===== src/rtl/countdown_timer_pkg.sv =====
// Shared definitions for the mm:ss kitchen-timer countdown.
// Holds FSM state encodings, BCD digit width and the load clamp helper.
// No logic of its own; no latency or backpressure.
package countdown_timer_pkg;

    localparam int BCD_W = 4;
    localparam logic [BCD_W-1:0] BCD_NINE = 4'd9;

    typedef enum logic [1:0] {
        ST_IDLE    = 2'd0,
        ST_RUN     = 2'd1,
        ST_PAUSE   = 2'd2,
        ST_EXPIRED = 2'd3
    } state_t;

    function automatic logic [BCD_W-1:0] bcd_clamp(input logic [BCD_W-1:0] v,
                                                   input logic [BCD_W-1:0] maxv);
        return (v > maxv) ? maxv : v;
    endfunction

endpackage


===== src/rtl/bcd_down_digit.sv =====
// One BCD down-counting digit; wraps from 0 to MAXV and signals a borrow.
// Latency: digit updates one edge after load/dec_en; borrow is combinational.
// Backpressure: none, load wins over dec_en.
module bcd_down_digit
    import countdown_timer_pkg::*;
#(
    parameter int MAXV = 9
) (
    input  logic             clk,
    input  logic             reset,
    input  logic             load,
    input  logic [BCD_W-1:0] load_val,
    input  logic             dec_en,
    output logic [BCD_W-1:0] digit,
    output logic             borrow
);

    localparam logic [BCD_W-1:0] MAXD = BCD_W'(MAXV);

    assign borrow = dec_en && (digit == '0);

    always_ff @(posedge clk) begin
        if (reset) begin
            digit <= '0;
        end else if (load) begin
            digit <= load_val;
        end else if (dec_en) begin
            digit <= (digit == '0) ? MAXD : digit - 1'b1;
        end
    end

endmodule


===== src/rtl/countdown_timer.sv =====
// BCD mm:ss countdown with run/pause FSM, one-cycle done pulse and latched alarm.
// Latency: digits, done and running update on the edge that samples tick/control.
// Backpressure: none; tick is ignored outside RUN. COUNTDOWN_AUTO_RELOAD_EN adds reload-at-expiry.
module countdown_timer
    import countdown_timer_pkg::*;
#(
    parameter int MIN_TENS_MAX = 5,
    parameter int SEC_TENS_MAX = 5
) (
    input  logic             clk,
    input  logic             reset,
    input  logic             tick,
    input  logic             load,
    input  logic [BCD_W-1:0] ld_mt,
    input  logic [BCD_W-1:0] ld_mo,
    input  logic [BCD_W-1:0] ld_st,
    input  logic [BCD_W-1:0] ld_so,
    input  logic             start,
    input  logic             stop,
    input  logic             ack,
    output logic [BCD_W-1:0] mt,
    output logic [BCD_W-1:0] mo,
    output logic [BCD_W-1:0] st,
    output logic [BCD_W-1:0] so,
    output logic             running,
    output logic             done,
    output logic             alarm
);

    localparam logic [BCD_W-1:0] MT_MAX = BCD_W'(MIN_TENS_MAX);
    localparam logic [BCD_W-1:0] ST_MAX = BCD_W'(SEC_TENS_MAX);

    state_t state, state_nxt;

    logic [4*BCD_W-1:0] clamped;
    logic [4*BCD_W-1:0] load_dat;
    logic               load_acc;
    logic               dec;
    logic               expire;
    logic               reload;
    logic               digit_load;
    logic               count_nz;
    logic               so_borrow, st_borrow, mo_borrow, mt_borrow;

    assign clamped  = {bcd_clamp(ld_mt, MT_MAX), bcd_clamp(ld_mo, BCD_NINE),
                       bcd_clamp(ld_st, ST_MAX), bcd_clamp(ld_so, BCD_NINE)};
    assign load_acc = load && (state == ST_IDLE || state == ST_PAUSE);
    assign dec      = (state == ST_RUN) && tick && !stop;
    assign count_nz = |{mt, mo, st, so};
    assign expire   = dec && ({mt, mo, st} == '0) && (so == 4'd1);

`ifdef COUNTDOWN_AUTO_RELOAD_EN
    logic [4*BCD_W-1:0] shadow;

    always_ff @(posedge clk) begin
        if (reset) begin
            shadow <= '0;
        end else if (load_acc) begin
            shadow <= clamped;
        end
    end

    // A zero shadow means nothing to reload, so expiry behaves normally.
    assign reload   = expire && (shadow != '0);
    assign load_dat = reload ? shadow : clamped;
`else
    assign reload   = 1'b0;
    assign load_dat = clamped;
`endif

    assign digit_load = load_acc || reload;

    bcd_down_digit #(.MAXV(9)) u_so (
        .clk(clk), .reset(reset), .load(digit_load), .load_val(load_dat[3:0]),
        .dec_en(dec), .digit(so), .borrow(so_borrow)
    );
    bcd_down_digit #(.MAXV(SEC_TENS_MAX)) u_st (
        .clk(clk), .reset(reset), .load(digit_load), .load_val(load_dat[7:4]),
        .dec_en(so_borrow), .digit(st), .borrow(st_borrow)
    );
    bcd_down_digit #(.MAXV(9)) u_mo (
        .clk(clk), .reset(reset), .load(digit_load), .load_val(load_dat[11:8]),
        .dec_en(st_borrow), .digit(mo), .borrow(mo_borrow)
    );
    bcd_down_digit #(.MAXV(MIN_TENS_MAX)) u_mt (
        .clk(clk), .reset(reset), .load(digit_load), .load_val(load_dat[15:12]),
        .dec_en(mo_borrow), .digit(mt), .borrow(mt_borrow)
    );

    always_comb begin
        state_nxt = state;
        case (state)
            ST_IDLE: begin
                if (!load && start && count_nz) state_nxt = ST_RUN;
            end
            ST_RUN: begin
                if (stop)                  state_nxt = ST_PAUSE;
                else if (expire && !reload) state_nxt = ST_EXPIRED;
            end
            ST_PAUSE: begin
                if (load)       state_nxt = ST_IDLE;
                else if (start) state_nxt = ST_RUN;
            end
            ST_EXPIRED: begin
                if (ack) state_nxt = ST_IDLE;
            end
            default: state_nxt = ST_IDLE;
        endcase
    end

    always_ff @(posedge clk) begin
        if (reset) begin
            state   <= ST_IDLE;
            running <= 1'b0;
            done    <= 1'b0;
        end else begin
            state   <= state_nxt;
            running <= (state_nxt == ST_RUN);
            done    <= expire;
        end
    end

    assign alarm = (state == ST_EXPIRED);

    // mt_borrow would mean decrementing past 00:00, which expiry prevents.
    logic unused_borrow;
    assign unused_borrow = mt_borrow;

endmodule

===== config.mk =====
export PLATFORM = sky130hd
export DESIGN_NAME = countdown_timer
export DESIGN_NICKNAME = d
export VERILOG_FILES = /design/src/rtl/countdown_timer_pkg.sv /design/src/rtl/bcd_down_digit.sv /design/src/rtl/countdown_timer.sv
export SDC_FILE = /design/constraint.sdc
export NUM_CORES = 1
export LEC_CHECK = 0
export CAP_MARGIN = 40
export CORE_ASPECT_RATIO = 0.75
export CORE_MARGIN = 5
export CORE_UTILIZATION = 43
export DETAILED_ROUTE_END_ITERATION = 10
export PLACE_DENSITY_LB_ADDON = 0.12
export SYNTH_ARGS = -nofsm -noshare
export SYNTH_HDL_FRONTEND = slang
export SYNTH_SLANG_ARGS = --single-unit

===== constraint.sdc =====
create_clock -name clk -period 2.5 [get_ports clk]
set_input_delay 0.625 -clock clk [delete_from_list [all_inputs] [get_ports clk]]
set_output_delay 0.625 -clock clk [all_outputs]
set_load 0.02 [all_outputs]

# Word level (Yosys, flattened, before mapping)
# Index checks and enable logic that the tools add are counted.
# word_totals
wordCells	67
in_bits	23
out_inout_bits	19
ff_bits	20
# op_classes
order_cmp	4
addsub	4
n_reduce_logical	24
mux	23
eq_ne	5
# op_table
cell	count
two-way mux 4 bit	16
logical NOT 4 bit	4
OR reduction 16 bit	1
subtractor 4 x 1 -> 4 bit (second input constant)	4
logical NOT 12 bit	1
two-way mux 2 bit	6
logical AND 1 bit	10
greater-than comparator 4 x 3 -> 1 bit (second input constant)	2
greater-than comparator 4 bit (second input constant)	2
case mux 2 bit (4 select lines)	1
nonzero test 2 bit	4
equality test 2 x 1 -> 1 bit (second input constant)	2
equality test 2 bit (second input constant)	2
equality test 4 x 1 -> 1 bit (second input constant)	1
logical NOT 1 bit	2
logical NOT 2 bit	1
logical OR 1 bit	1

# Depth between registers and ports, before layout
# Gate-level depths: netlist (run 1).
# depth
word_depth	9
mapped_depth	6
depth_no_buf	4

# By module
# From an unflattened synthesis (run 1), not the netlist that was laid out.
# hier_totals
hier_cells	145
hier_area_um2	1231.2
# by_module_without_submodules
mod	area_each_um2	instances	seq_area_each_um2	cells_each
bcd_down_digit at u_mo ...	221.5	2	80.1	24
bcd_down_digit at u_mt ...	203.9	2	80.1	23
countdown_timer	380.4	1	80.1	51

# Least setup slack after synthesis (run 1)
# Ideal clock, no wire load.
# synth_timing
path_kind	register -> register
from	reg u_mo.digit[2]
to	reg u_mt.digit[2]
required_ps	2438
path_stages_with_launch	6
arrival_ps	2104
setup_slack_ps	333
synth_period_minus_slack_ps	2167
setup_time_ps	62
n_path_buf	1
path_cell_list	dfxtp_1 or4_1 or4_1 buf_2 or4b_1 nand3_1
# synth_between
elab_chain_len	3
# synth_rtl
item	line	source
from (decl)	bcd_down_digit.sv:14	output logic [BCD_W-1:0] digit,
from (signal assigned)	bcd_down_digit.sv:26	digit <= load_val;
from (signal assigned)	bcd_down_digit.sv:28	digit <= (digit == '0) ? MAXD : digit - 1'b1;
logical NOT 4 bit	bcd_down_digit.sv:20	assign borrow = dec_en && (digit == '0);
logical AND 1 bit	bcd_down_digit.sv:20	
nonzero test 2 bit (no line)	--	
to (signal assigned)	bcd_down_digit.sv:26	
to (signal assigned)	bcd_down_digit.sv:28	
to (decl)	bcd_down_digit.sv:14	
# No other way between the ends.
# A chain may end at the register's enable or synchronous reset.

# Worst setup path in the final report (run 1)
# Ends and elaborated chain as after synthesis.

==> flow_summary.json, run 1 <==
{
  "status": "finished clean",
  "yosysMostFrequentCell": "dfxtp_1",
  "yosys.area.top_type": "dfxtp_1",
  "synth_fp_nets": 159,
  "initial_utilization_pct": 44.1,
  "critical_path_class": "flip-flop to flip-flop",
  "worstMarginPinSlew_ns": 0.509,
  "synth_area_leaders": "dfxtp_1 35%, o21ai_0 4.0%, nor2_1 3.7%",
  "power_mw": 0.767,
  "crit_path_frequent_cell": "or4_1",
  "cts_resized": 0,
  "crit_slowest_cell": "or4_1",
  "r2r_end": "u_mt.digit[2]$_SDFFE_PP0P_",
  "synth_edf_count": 0,
  "synth.ff_latch_count": 20,
  "gr-total-overflow": 0,
  "period_share_pct": 89.2,
  "htreeDepth": 1,
  "register_area_um2": 400,
  "yosys_warnings": 0,
  "drive_gt1_share_pct": 8.89,
  "worstSetupEndpoint": "u_mt.digit[2]$_SDFFE_PP0P_",
  "startpoint": "u_mo.digit[2]$_SDFFE_PP0P_",
  "synth_area_mm2": 0.00113,
  "wl_per_cell_um": 14.8,
  "die_area_mm2": 0.00376,
  "row_count": 16,
  "wirelength_um": 3200,
  "maxSlewViolCount": 0,
  "synth.yosys.seq_area_share_pct": 35.4,
  "via_per_inst": 5.73,
  "hold_depth": 1,
  "syn_inst": 136,
  "worstPathMaxFanout": 7,
  "core_area_mm2": 0.00256,
  "antenna_left": 0,
  "reg2reg_from": "u_mo.digit[2]$_SDFFE_PP0P_",
  "hp-class": "flip-flop to flip-flop",
  "port_buffers": 41,
  "postCtsHoldBufs": 0,
  "power.density_mw_per_mm2": 471,
  "synth_top_area_share_pct": 35.4,
  "max_slew_margin_pct": 65.8,
  "clock_path_buffers": 2,
  "min_period_ns": 2.23,
  "gr-usage-all-layers_pct": 18.0,
  "nFillCells": 242,
  "p_leak_nw": 0.577,
  "clk_pin_slew_ns": 0.11,
  "grt_max_degree": 15,
  "end_kind": "flip-flop",
  "multi_input_area_um2": 683,
  "vias": 1238,
  "grt_pass1_vias": 1105,
  "cts_tree": "yes",
  "ir_drop_uv": 276,
  "yosys-top-cells-count": "20 x dfxtp_1, 11 x nor2_1, 9 x o21ai_0",
  "crit_required_ns": 2.75,
  "gp_congestion": 0.819,
  "die_w_um": 69.2,
  "synth_area_per_cell_um2": 8.31,
  "hold_ws_ns": 0.527,
  "setup_viol_count_final": 0,
  "area_delta_synth_final_pct": 44.1,
  "nets": 204,
  "hold_viol_final": 0,
  "setup_tns_ns": 0,
  "start_kind": "flip-flop",
  "io_pins": 42,
  "ys_types": 50,
  "n_antenna_cell": 0,
  "max_stage_delay_ns": 0.62,
  "fin_skew_ns": 0.00631,
  "fmax_mhz": 448,
  "dp_hpwl_um": 2510,
  "r2r_setup_slack_ns": 0.27,
  "synth_ff_type": "dfxtp_1",
  "grt_first_pass_wirelength_um": 5480,
  "cts_setup_buffers": 0,
  "path_cells": "or4_1 -> or4_1 -> or4b_1 -> nand3_1",
  "worstPathArrival_ns": 2.48,
  "rr_worst_depth": 4,
  "synthArstFlopShare_pct": 0,
  "drc": 0,
  "cts-buffers-inserted": 3,
  "drt-pass1-iter-count": 4,
  "ctsRootBufferMaster": "clkbuf_4",
  "cts_sinks": 20,
  "clk_latency_ns": 0.30,
  "instances_no_fill": 216,
  "placed_cells": 212,
  "cap_violations": 0,
  "rsz0062_at_grt": "false",
  "antenna_found_initial": 0,
  "die_h_um": 54.4,
  "drtIter0Drc": 80
}
## power by group
group          switching [mW]  leakage [nW]  internal (mW)
clock network          0.0990        0.0210         0.0888
logic                   0.101         0.392          0.110
registers              0.0296         0.164          0.339
## how the worst min path moves through the flow
stage                                from                          to  slack, ns
2_1_floorplan  u_st.digit[3]$_SDFFE_PP0P_  u_st.digit[3]$_SDFFE_PP0P_       0.54
3_3_place_gp   u_st.digit[3]$_SDFFE_PP0P_  u_st.digit[3]$_SDFFE_PP0P_       0.48
3_5_place_dp   u_st.digit[3]$_SDFFE_PP0P_  u_st.digit[3]$_SDFFE_PP0P_       0.50
4_1_cts        u_st.digit[3]$_SDFFE_PP0P_  u_st.digit[3]$_SDFFE_PP0P_       0.52
5_1_grt        u_st.digit[3]$_SDFFE_PP0P_  u_st.digit[3]$_SDFFE_PP0P_       0.53
6_report       u_st.digit[3]$_SDFFE_PP0P_  u_st.digit[3]$_SDFFE_PP0P_       0.53
## metal layers
metal,vias up,track usage (%),wire length [um]
met2,40,29.9,1420
met5,-,0,0
li1,623,-,-
met1,571,23.6,1530
met4,0,3.57,29
met3,4,5.50,218
## critical path: cells and delay by family (launching register included)
kind	cells	cell delay (ns)
and+or+nand+nor	4	1.80
DFF	1	0.38
## placed cells by master (no fill, tap or decap), types with 3 or more instances in the layout
master           netlist  final
nor3_1                 8      8
o211ai_1               3      3
dfxtp_1               20     20
nand2_1                8      8
a31oi_1                5      5
a21oi_1                6      6
inv_1                  4      4
o21ai_0                9      9
nor4_1                 3      3
buf_4                  0      5
or4_1                  4      4
nand4_1                3      3
nor2_1                11     11
and2_1                 3      3
clkbuf_4               0      3
clkdlybuf4s50_1        0     41
## registers in the layout, indices dropped and copies added, names as in the netlist
register    flops
u_so.digit      4
u_mo.digit      4
state           2
u_st.digit      4
u_mt.digit      4
done            1
running         1
## through the flow
stage | worst slack, ns | util, % | area, um^2
floorplan | 0.333 | - | 1130
global placement | 0.148 | 62.1 | 1590
detailed placement | 0.0633 | 62.1 | 1590
CTS | 0.287 | 63.5 | 1630
global route | 0.207 | 63.5 | 1630
finish | 0.270 | 63.5 | 1630
## kinds of logic after synthesis
logic type             after synthesis  share of synthesized area (%)
buffers and inverters               10                           4.10
flip-flops                          20                           35.4
multiplexers                         1                          0.886
AND/OR/NAND/NOR                     60                           31.1
XOR/XNOR                             3                           2.33
AO/OA/AOI/OAI                       42                           26.1
## cell type report
cell class | count | share of cell area [%]
timing repair buffer | 46 | 27.5
inverter | 4 | 0.922
tap | 36 | 2.77
multi-input combinational | 106 | 42.0
sequential | 20 | 24.6
clock buffer | 4 | 2.23
Power figures use the tool's default switching activity.
==> run 2: changes to the inputs <==
Settings changed: CELL_PAD_IN_SITES_DETAIL_PLACEMENT from default to 2, CELL_PAD_IN_SITES_GLOBAL_PLACEMENT from default to 2, CORE_UTILIZATION 43 to 24.
==> run 2 against run 1 <==
Setup slack worse by 0.067 ns. Total power up 6.3%. Flip-flop and latch count did not move. Non-clock buffer count rose by 5. Fmax decreased by 2.9%. Count of clock-buffer cells in the layout fell by 1. Hold slack got worse by 0.033 ns. Global-route usage shrank 2.8 points. Cell count is 12% higher. Critical path type unchanged. Highest routed layer unchanged.
==> flow_summary.json, run 2 (synthesized netlist as in run 1, its figures left out) <==
{
  "hold_depth": 1,
  "mostFrequentLayoutCell": "clkdlybuf4s50_1",
  "grt_max_degree": 14,
  "grt_pass1_vias": 1418,
  "vias": 1303,
  "fmax_mhz": 435,
  "top_layer": "met4",
  "path_cells": "or4_1 -> or4_1 -> or4b_1 -> nand3_1",
  "crit_path_frequent_cell": "or4_1",
  "gp_congestion": 0.803,
  "setup_tns_ns": 0,
  "place_area_mm2": 0.00166,
  "final_util_pct": 37.5,
  "antenna_left": 0,
  "instances_no_fill": 241,
  "routed-wl-met2_um": 2020,
  "critical_path_class": "flip-flop to flip-flop",
  "max_slew_margin_pct": 69.0,
  "power_frac_comb_pct": 28.3,
  "drtIter0Drc": 95,
  "setup_viol_count_final": 0,
  "switching_share_pct": 30.9,
  "intPower_mw": 0.563,
  "hold_viol_final": 0,
  "grt_first_pass_wirelength_um": 7410,
  "status": "finished clean",
  "die_h_um": 69.4,
  "antenna_found_initial": 0,
  "placed_cells": 238,
  "port_buffers": 41,
  "cts_setup_buffers": 0,
  "min_period_ns": 2.30,
  "postCtsHoldBufs": 0,
  "via_per_inst": 5.41,
  "cts_resized": 0,
  "p_sw_mw": 0.252,
  "layout_common_cells": "41 x clkdlybuf4s50_1, 20 x dfxtp_1, 11 x nor2_1",
  "rr_worst_depth": 4,
  "power_mw": 0.815,
  "crit_required_ns": 2.70,
  "fin_ws_ns": 0.203,
  "maxSlewViolCount": 0,
  "cap_violations": 0,
  "max_stage_delay_ns": 0.63,
  "core_area_mm2": 0.00452,
  "cp.depth": 4,
  "die_area_mm2": 0.00619,
  "wl_met3_um": 240,
  "gr-total-overflow": 0,
  "htreeDepth": 1,
  "drt-pass1-iter-count": 4,
  "p_leak_nw": 0.602,
  "multi_input_area_um2": 683,
  "wl_per_cell_um": 18.3,
  "io_pins": 42,
  "hold_ws_ns": 0.494,
  "worstPathArrival_ns": 2.50,
  "rsz0062_at_grt": "false",
  "worstMarginPinSlew_ns": 0.460,
  "fin_skew_ns": 0.00631,
  "end_kind": "flip-flop",
  "crit_family": "simple AND/OR/NAND/NOR gates",
  "dp_slack_ns": -0.0473,
  "start_kind": "flip-flop",
  "gr-usage-all-layers_pct": 15.3,
  "row_count": 21,
  "hp-class": "flip-flop to flip-flop",
  "clk_pin_slew_ns": 0.08,
  "drc": 0,
  "register_area_um2": 400,
  "ctsRootBufferMaster": "clkbuf_8",
  "final_area_mm2": 0.00170,
  "n_antenna_cell": 0,
  "period_share_pct": 91.9,
  "worstPathMaxFanout": 7,
  "drive_gt1_share_pct": 10.9,
  "ir_drop_uv": 201,
  "cp_num_buf_inv": 0,
  "clk_latency_ns": 0.26,
  "die_w_um": 89.2,
  "power_frac_seq_pct": 45.4,
  "initial_utilization_pct": 25.0,
  "cts_tree": "yes",
  "power.density_mw_per_mm2": 480,
  "cts-buffers-inserted": 3,
  "m1WireLength_um": 2110,
  "nets": 209,
  "area_delta_synth_final_pct": 50.2,
  "pwr-share-clk_pct": 26.4,
  "crit_slowest_cell": "or4_1",
  "wirelength_um": 4420,
  "dp_hpwl_um": 3480,
  "nFillCells": 513,
  "cts_sinks": 20,
  "clock_path_buffers": 2
}
## run 2: changes by cell type in the layout (fill, tap and decap cells not counted), sizes merged
| cell | previous run | this run |
|---|---|---|
| buf | 5 | 10 |
| clkbuf | 4 | 3 |
## run 2: final timing paths
kind,startpoint,to,slack [ns]
hold reg to reg,u_st.digit[3]$_SDFFE_PP0P_,u_st.digit[3]$_SDFFE_PP0P_,0.49
setup / recovery,u_mo.digit[2]$_SDFFE_PP0P_,u_mt.digit[2]$_SDFFE_PP0P_,0.20
hold / removal,u_st.digit[3]$_SDFFE_PP0P_,u_st.digit[3]$_SDFFE_PP0P_,0.49
setup reg to reg,u_mo.digit[2]$_SDFFE_PP0P_,u_mt.digit[2]$_SDFFE_PP0P_,0.20
## run 2: power by group through the flow
stage | sequential [mW] | combinational [mW] | clock [mW]
after floorplan | 0.390 | 0.0903 | 0
after global placement | 0.374 | 0.225 | 0
after detailed placement | 0.377 | 0.230 | 0
after CTS | 0.370 | 0.232 | 0.223
after global routing | 0.376 | 0.250 | 0.233
final | 0.370 | 0.231 | 0.215
## run 2: area by class of cell
type,count,share of cell area [%]
clock buffers,3,2.43
flip-flops and latches,20,23.6
repair buffers,51,28.6
inverters,4,0.885
well taps,57,4.20
multi-input cells,106,40.3
## run 2: worst reg2reg max path: cells and delay by family, from the launching register on
family | cells | cell delay, ns
flops | 1 | 0.38
simple gates | 4 | 1.84
## run 2: per-layer routing
metal  GRT usage [%]  vias up
met2            22.9       36
met5               0        -
li1                -      624
met4            3.97        0
met3            3.44        7
met1            21.7      636
==> run 3: changes to the inputs <==
Settings changed: PLACE_DENSITY from default to 0.77, PLACE_DENSITY_LB_ADDON 0.12 to default.
==> run 3 against run 2 <==
First-iteration DRC count fell by 62%. Flip-flop and latch count did not move. Non-clock buffer count fell by 3. Hold slack improved by 0.016 ns. Critical path depth did not move.
==> flow_summary.json, run 3 (synthesized netlist as in run 1, its figures left out) <==
{
  "cts_setup_buffers": 0,
  "antenna_left": 0,
  "vias": 1306,
  "switching_share_pct": 31.8,
  "hold_viol_final": 0,
  "r2r_end": "u_mt.digit[2]$_SDFFE_PP0P_",
  "end_kind": "flip-flop",
  "antenna_found_initial": 0,
  "critical_path_class": "flip-flop to flip-flop",
  "row_count": 21,
  "cap_violations": 0,
  "gp_congestion": 0.857,
  "p_sw_mw": 0.260,
  "rr_worst_depth": 4,
  "worstMarginPinSlew_ns": 0.595,
  "io_pins": 42,
  "period_share_pct": 89.1,
  "grt_first_pass_wirelength_um": 7780,
  "ir_drop_uv": 173,
  "htreeDepth": 1,
  "area_delta_synth_final_pct": 48.2,
  "dp_hpwl_um": 3680,
  "reg2reg_from": "u_mo.digit[2]$_SDFFE_PP0P_",
  "min_period_ns": 2.23,
  "gr-total-overflow": 0,
  "postCtsHoldBufs": 0,
  "cts_resized": 0,
  "grt_pass1_vias": 1441,
  "mostFrequentLayoutCell": "clkdlybuf4s50_1",
  "power_frac_comb_pct": 27.3,
  "port_buffers": 41,
  "max_stage_delay_ns": 0.61,
  "initial_utilization_pct": 25.0,
  "n_antenna_cell": 0,
  "maxSlewViolCount": 0,
  "place_area_mm2": 0.00163,
  "ctsRootBufferMaster": "clkbuf_8",
  "layout_common_cells": "41 x clkdlybuf4s50_1, 20 x dfxtp_1, 11 x nor2_1",
  "die_h_um": 69.4,
  "wl_per_cell_um": 19.4,
  "clock_path_buffers": 2,
  "gr-usage-all-layers_pct": 15.9,
  "cts_tree": "yes",
  "cts_sinks": 20,
  "power.density_mw_per_mm2": 488,
  "cts-buffers-inserted": 3,
  "power_mw": 0.818,
  "drive_gt1_share_pct": 9.39,
  "crit_slowest_cell": "or4_1",
  "start_kind": "flip-flop",
  "grt_max_degree": 13,
  "pwr-share-clk_pct": 27.2,
  "wirelength_um": 4610,
  "hold_end": "u_mt.digit[3]$_SDFFE_PP0P_",
  "nets": 206,
  "max_slew_margin_pct": 60.0,
  "drt-pass1-iter-count": 4,
  "fmax_mhz": 449,
  "clk_pin_slew_ns": 0.08,
  "min_from": "u_mt.digit[3]$_SDFFE_PP0P_",
  "via_per_inst": 5.49,
  "worstPathMaxFanout": 7,
  "status": "finished clean",
  "hold_ws_ns": 0.510,
  "power_frac_seq_pct": 45.5,
  "hold_depth": 1,
  "final_area_mm2": 0.00167,
  "rsz0062_at_grt": "false",
  "worstPathArrival_ns": 2.44,
  "drc": 0,
  "p_leak_nw": 0.587,
  "clk_latency_ns": 0.26,
  "core_area_mm2": 0.00452,
  "fin_skew_ns": 0.00240,
  "r2r_setup_slack_ns": 0.27,
  "setup_viol_count_final": 0,
  "hp-class": "flip-flop to flip-flop",
  "crit_required_ns": 2.71,
  "path_cells": "or4_1 -> or4_1 -> or4b_1 -> nand3_1",
  "setup_tns_ns": 0,
  "intPower_mw": 0.558,
  "crit_path_frequent_cell": "or4_1",
  "drtIter0Drc": 36,
  "die_w_um": 89.2,
  "die_area_mm2": 0.00619
}
## run 3: final cells by class
type | count | area (um^2)
repair buffers | 48 | 463
well taps | 57 | 71.3
inverters | 4 | 15.0
flip-flops and latches | 20 | 400
clock buffers | 3 | 41.3
fillers | 519 | 2850
multi-input cells | 106 | 683
## run 3: how the worst max path moves through the flow
stage	startpoint	slack, ns	end
after floorplan	u_mo.digit[2]$_SDFFE_PP0P_	0.33	u_mt.digit[2]$_SDFFE_PP0P_
after global placement	stop	0.16	u_mt.digit[1]$_SDFFE_PP0P_
after detailed placement	load	0.06	running$_SDFF_PP0_
after CTS	u_mo.digit[2]$_SDFFE_PP0P_	0.26	u_mt.digit[2]$_SDFFE_PP0P_
after global routing	u_mo.digit[2]$_SDFFE_PP0P_	0.19	u_mt.digit[2]$_SDFFE_PP0P_
final	u_mo.digit[2]$_SDFFE_PP0P_	0.27	u_mt.digit[2]$_SDFFE_PP0P_
## run 3: metal layers
layer | track usage, % | wire length, um | vias up
met5 | 0 | 0 | -
li1 | - | - | 619
met1 | 21.9 | 2270 | 663
met3 | 4.04 | 154 | 2
met2 | 25.1 | 2160 | 22
met4 | 2.48 | 25 | 0
## run 3: power groups by stage
stage          logic [mW]  clock network [mW]  registers (mW)
6_report            0.223               0.223           0.372
3_5_place_dp        0.223                   0           0.379
3_3_place_gp        0.216                   0           0.377
2_1_floorplan      0.0903                   0           0.390
5_1_grt             0.243               0.236           0.377
4_1_cts             0.224               0.224           0.372
## run 3: critical path: cells and delay by family, from the launching register on
kind | cells | cell delay [ns]
flip-flops | 1 | 0.38
AND/OR/NAND/NOR | 4 | 1.79
## run 3: metrics by stage
stage          worst slack (ns)  util, %  cells
2_1_floorplan             0.333        -    136
3_3_place_gp              0.164     36.1    235
4_1_cts                   0.263     37.0    238
6_report                  0.272     37.0    238
5_1_grt                   0.190     37.0    238
3_5_place_dp             0.0623     36.1    235
